<file path="src/rtl/laser_mon_pkg.sv">
// laser_mon_pkg: shared types and constants for the laser pulse monitor.
package laser_mon_pkg;

    // FSM states of the pulse monitor
    typedef enum logic [1:0] {
        IDLE  = 2'd0,
        ON    = 2'd1,
        FAULT = 2'd2
    } laser_mon_state_t;

    // Width of the good/bad pulse event counters
    localparam int LASER_MON_CNT_W = 16;

endpackage

</file>
<file path="src/rtl/laser_mon_sat_cnt.sv">
// laser_mon_sat_cnt: NBITS unsigned up-counter that sticks at all-ones.
// Synchronous active-high reset and clear, count enable.
module laser_mon_sat_cnt #(
    parameter int NBITS = 16
) (
    input  logic             clk,
    input  logic             reset,
    input  logic             i_clear,
    input  logic             i_inc,
    output logic [NBITS-1:0] o_count
);

    localparam logic [NBITS-1:0] MAX_VAL = '1;

    logic [NBITS-1:0] r_count;

    // Clear has priority over increment; increment stops at the maximum value
    always_ff @(posedge clk) begin
        if (reset || i_clear) begin
            r_count <= '0;
        end else if (i_inc && (r_count != MAX_VAL)) begin
            r_count <= r_count + NBITS'(1);
        end
    end

    assign o_count = r_count;

endmodule

</file>
<file path="src/rtl/laser_pulse_monitor.sv">
// laser_pulse_monitor: measures every laser-on pulse on 'light', reports
// its length and tolerance status, counts good/bad pulses and requests a
// laser kill on overrun.
// Optional macro LASER_MON_STICKY_KILL_EN: when defined, an overrun latches
// the kill request until reset and the monitor ignores later pulses.
module laser_pulse_monitor
    import laser_mon_pkg::*;
#(
    parameter int NBITS        = 16,
    parameter int PULSE_CYCLES = 5,
    parameter int TOL          = 1
) (
    input  logic                       clk,
    input  logic                       reset,
    input  logic                       light,
    output logic                       pulse_done,
    output logic [NBITS-1:0]           pulse_len,
    output logic                       len_ok,
    output logic                       laser_kill,
    output logic [LASER_MON_CNT_W-1:0] good_cnt,
    output logic [LASER_MON_CNT_W-1:0] bad_cnt
);

    localparam logic [NBITS-1:0] LEN_LO = NBITS'(PULSE_CYCLES - TOL);
    localparam logic [NBITS-1:0] LEN_HI = NBITS'(PULSE_CYCLES + TOL);

    laser_mon_state_t            r_state;
    logic                        r_pulseDone;
    logic [NBITS-1:0]            r_pulseLen;
    logic                        r_lenOk;
    logic                        r_laserKill;
    logic [LASER_MON_CNT_W-1:0]  r_goodCnt;
    logic [LASER_MON_CNT_W-1:0]  r_badCnt;
`ifdef LASER_MON_STICKY_KILL_EN
    logic                        r_faultReported;
`endif

    logic [NBITS-1:0]            w_cnt;
    logic                        w_lenInTol;

    // The pulse counter runs while light is high and is cleared by any low
    // sample, so it always reads 0 in IDLE and the first high sample gives 1.
    laser_mon_sat_cnt #(
        .NBITS (NBITS)
    ) u_pulseCnt (
        .clk     (clk),
        .reset   (reset),
        .i_clear (~light),
        .i_inc   (light),
        .o_count (w_cnt)
    );

    assign w_lenInTol = (w_cnt >= LEN_LO) && (w_cnt <= LEN_HI);

    // Pulse FSM with registered reports, kill request and event counters
    always_ff @(posedge clk) begin
        if (reset) begin
            r_state     <= IDLE;
            r_pulseDone <= 1'b0;
            r_pulseLen  <= '0;
            r_lenOk     <= 1'b0;
            r_laserKill <= 1'b0;
            r_goodCnt   <= '0;
            r_badCnt    <= '0;
`ifdef LASER_MON_STICKY_KILL_EN
            r_faultReported <= 1'b0;
`endif
        end else begin
            r_pulseDone <= 1'b0;
            case (r_state)
                IDLE: begin
                    if (light) begin
                        r_state <= ON;
                    end
                end
                ON: begin
                    if (light) begin
                        if (w_cnt == LEN_HI) begin
                            r_state     <= FAULT;
                            r_laserKill <= 1'b1;
                        end
                    end else begin
                        r_pulseDone <= 1'b1;
                        r_pulseLen  <= w_cnt;
                        r_lenOk     <= w_lenInTol;
                        if (w_lenInTol) begin
                            r_goodCnt <= r_goodCnt + LASER_MON_CNT_W'(1);
                        end else begin
                            r_badCnt <= r_badCnt + LASER_MON_CNT_W'(1);
                        end
                        r_state <= IDLE;
                    end
                end
                FAULT: begin
`ifdef LASER_MON_STICKY_KILL_EN
                    if (!light && !r_faultReported) begin
                        r_pulseDone     <= 1'b1;
                        r_pulseLen      <= w_cnt;
                        r_lenOk         <= 1'b0;
                        r_badCnt        <= r_badCnt + LASER_MON_CNT_W'(1);
                        r_faultReported <= 1'b1;
                    end
`else
                    if (!light) begin
                        r_pulseDone <= 1'b1;
                        r_pulseLen  <= w_cnt;
                        r_lenOk     <= 1'b0;
                        r_badCnt    <= r_badCnt + LASER_MON_CNT_W'(1);
                        r_laserKill <= 1'b0;
                        r_state     <= IDLE;
                    end
`endif
                end
                default: begin
                    r_state <= IDLE;
                end
            endcase
        end
    end

    assign pulse_done = r_pulseDone;
    assign pulse_len  = r_pulseLen;
    assign len_ok     = r_lenOk;
    assign laser_kill = r_laserKill;
    assign good_cnt   = r_goodCnt;
    assign bad_cnt    = r_badCnt;

endmodule

</file>
<file path="config.mk">
export PLATFORM = sky130hd
export DESIGN_NAME = laser_pulse_monitor
export DESIGN_NICKNAME = d
export VERILOG_FILES = /design/src/rtl/laser_mon_pkg.sv /design/src/rtl/laser_mon_sat_cnt.sv /design/src/rtl/laser_pulse_monitor.sv
export SDC_FILE = /design/constraint.sdc
export NUM_CORES = 1
export LEC_CHECK = 0
export CORE_MARGIN = 10
export CORE_UTILIZATION = 35
export CTS_CLUSTER_SIZE = 40
export DETAILED_ROUTE_END_ITERATION = 6
export GPL_ROUTABILITY_DRIVEN = 0
export PLACE_DENSITY = 0.68
export SLEW_MARGIN = 40
export SYNTH_ARGS = -nofsm -noshare
export SYNTH_HDL_FRONTEND = slang
export SYNTH_SLANG_ARGS = --single-unit
export TNS_END_PERCENT = 10
</file>
<file path="constraint.sdc">
create_clock -name clk -period 1.9 [get_ports clk]
set_input_delay 0.38 -clock clk [delete_from_list [all_inputs] [get_ports clk]]
set_output_delay 0.38 -clock clk [all_outputs]
set_load 0.05 [all_outputs]
</file>
==> impl_metrics.json <==
{
  "io_pins": 54,
  "die_h_um": 120.2,
  "pre_cts_slack_ns": -0.3604,
  "syn2layout_area_growth_pct": 32.17,
  "place_inst": 628,
  "die-area_um2": 14440,
  "drtPass1Iterations": 4,
  "post-route-drc-count": 0,
  "setup_violations": 0,
  "stdcell_count": 645,
  "crit_path_end_kind": "flop",
  "yosys.cell_types.count": 40,
  "route.detailed.wl_per_inst_um": 14.49,
  "leakage_nw": 1.781,
  "postCtsHoldBufs": 0,
  "layout-drive-gt1-share_pct": 27.20,
  "grt.busiest_layer": "met2",
  "fp.dieW_um": 120.2,
  "fmax_mhz": 529.8,
  "antenna_found_initial": 1,
  "syn_avg_cell_area_um2": 8.264,
  "numCtsBuffers": 9,
  "max-cap-violations": 0,
  "grt_pass1_vias": 3306,
  "yosysWarnings": 0,
  "arrival_ns": 2.12,
  "power_density_nw_per_um2": 589.4,
  "via_count": 3408,
  "initial_utilization_pct": 35.93,
  "tightestPinTransition_ns": 0.5531,
  "synth_ff_type": "dfxtp_1",
  "maxSlewViolCount": 0,
  "worstPathMaxFanout": 5,
  "row_count": 36,
  "root_buffer": "clkbuf_8",
  "cts_htree_levels": 3,
  "path_class": "input pin to flop",
  "path_clk_slew_ns": 0.07,
  "ant_nets": 0,
  "cts_sinks": 69,
  "yosysTopAreaCellShare_pct": 39.33,
  "numPortBuffers": 53,
  "layout_setup_ws_ns": 0.01236,
  "peakVddDrop_mv": 0.2350,
  "grt_max_degree": 64,
  "rsz0062_at_grt": "yes",
  "synthArstFlopShare_pct": 0,
  "critPathLaunchType": "input pin",
  "syn_nets": 435,
  "synth_area_leader_cell": "dfxtp_1",
  "clk_path_buf_depth": 2,
  "synth_cells": 425,
  "grtUsageMet3_pct": 3.118,
  "outcome": "finished, final reports clean",
  "tritoncts": "built",
  "grtUsageMet2_pct": 21.56,
  "viasPerCell": 5.284,
  "min_period_over_period_pct": 99.35,
  "synth_edf_count": 0,
  "fin_nets": 517,
  "skew_ns": 0.007121,
  "ys_seq_elements": 69,
  "synth_area_um2": 3512,
  "dp_hpwl_mm": 6.763,
  "maxSlewHeadroom_pct": 62.93,
  "coreArea_um2": 9774,
  "drt-total-wl_mm": 9.344,
  "clk_latency_ns": 0.34,
  "synth.most_common_cell": "dfxtp_1",
  "utilization_pct": 47.49,
  "drt-initial-drc-count": 185,
  "yosysSeqAreaShare_pct": 39.33,
  "hold_class": "input pin to flop",
  "fin_crit_ns": 1.888,
  "grt_pass1_wl_mm": 15.19,
  "hold_viol_final": 0,
  "grt_util_all_layers_pct": 12.41,
  "grtUsageMet1_pct": 13.89,
  "worstPathRequired_ns": 2.13,
  "overflow": 0,
  "synth_commonest_cells": "dfxtp_1, nand2_1, a21oi_1",
  "synth_area_leaders": "dfxtp_1, mux2_1, a21oi_1"
}
==> layout make-up <==
cell class / count / area [um2]
Multi-Input combinational cell: 316 / 2064
Clock buffer: 14 / 172.7
Antenna cell: 1 / 2.502
Sequential cell: 69 / 1395
Tap cell: 133 / 166.4
Clock inverter: 1 / 5.005
Inverter: 15 / 56.30
Fill cell: 947 / 5132
Timing Repair Buffer: 96 / 779.5
==> stage by stage <==
| stage | setup TNS [ns] | hold WS (ns) | area [um2] | total power [mW] |
|---|---|---|---|---|
| after floorplan | -0.1298 | 0.4785 | 3528 | 1.593 |
| after global placement | -4.767 | 0.4476 | 4345 | 1.651 |
| after detailed placement | -6.490 | 0.4498 | 4345 | 1.657 |
| after CTS | -0.1082 | 0.4298 | 4524 | 2.759 |
| after global routing | -0.1437 | 0.4576 | 4639 | 2.847 |
| final | 0 | 0.4424 | 4642 | 2.736 |
==> placed cells by master, fill, tap and decap left out, types with 8 or more instances in the layout <==
| cell type | netlist | final |
|---|---|---|
| buf_4 | 0 | 88 |
| dfxtp_1 | 69 | 58 |
| nand2_1 | 56 | 55 |
| a21oi_1 | 42 | 40 |
| nor2_1 | 35 | 35 |
| mux2_1 | 20 | 20 |
| nor2b_1 | 18 | 18 |
| nand3_1 | 17 | 16 |
| inv_1 | 15 | 14 |
| o31ai_1 | 13 | 13 |
| nand4_1 | 12 | 12 |
| clkbuf_8 | 0 | 12 |
| or4_1 | 11 | 11 |
| dfxtp_2 | 0 | 11 |
| nor3_1 | 9 | 9 |
| nand2b_1 | 8 | 8 |
==> power breakdown <==
part	leakage (nW)	internal, mW	total, mW	switching (mW)
logic	1.13	0.0629	0.167	0.105
registers	0.562	1.45	1.46	0.00825
clock network	0.0926	0.574	1.11	0.533
total	1.78	2.09	2.74	0.645
==> registers in the layout, summed over array words and instances, names as in the netlist <==
| signal | count |
|---|---|
| bad_cnt | 16 |
| good_cnt | 16 |
| pulse_len | 16 |
| u_pulseCnt.o_count | 16 |
| r_state | 2 |
| laser_kill | 1 |
| len_ok | 1 |
| pulse_done | 1 |
==> kinds of logic after synthesis <==
| kind of cell | count (synthesis) | share of synthesized area [%] |
|---|---|---|
| simple gates | 200 | 30.67 |
| compound gates | 84 | 14.78 |
| flops | 69 | 39.33 |
| buf+inv | 40 | 4.880 |
| mux | 25 | 7.838 |
| fa+ha+maj | 7 | 2.494 |
==> layer usage <==
metal	vias to the layer above	part of all wire (%)	wire (um)
met5	-	0	0
li1	1701	-	-
met4	0	2.3	218
met2	68	50	4711
met1	1617	43	3972
met3	22	4.7	442
==> path summary, 6_finish.rpt <==
path,from,to,slack (ns),cells past startpoint
setup / recovery,light,bad_cnt[5],0.01,6
hold / removal,reset,good_cnt[8],0.44,2
setup reg to reg,u_pulseCnt.o_count[12],good_cnt[10],0.04,5
hold reg to reg,pulse_len[4],pulse_len[4],0.46,2
==> timing repair <==
item / 4_1_cts / 5_1_grt
endpoints found under the hold margin: 0 / 0
endpoints found under the setup margin: 7 / 24
buffers inserted: 0 / 1
pin swaps: 1 / 1
resized for setup: 1 / 22
==> worst max-delay path, stage by stage <==
cell and delay (ns):
clkdlybuf4s50_1 0.50, o21ba_2 0.33, nand2_2 0.13, buf_4 0.17, a211oi_1 0.25, mux2_1 0.34
Power figures use the tool's default switching activity.
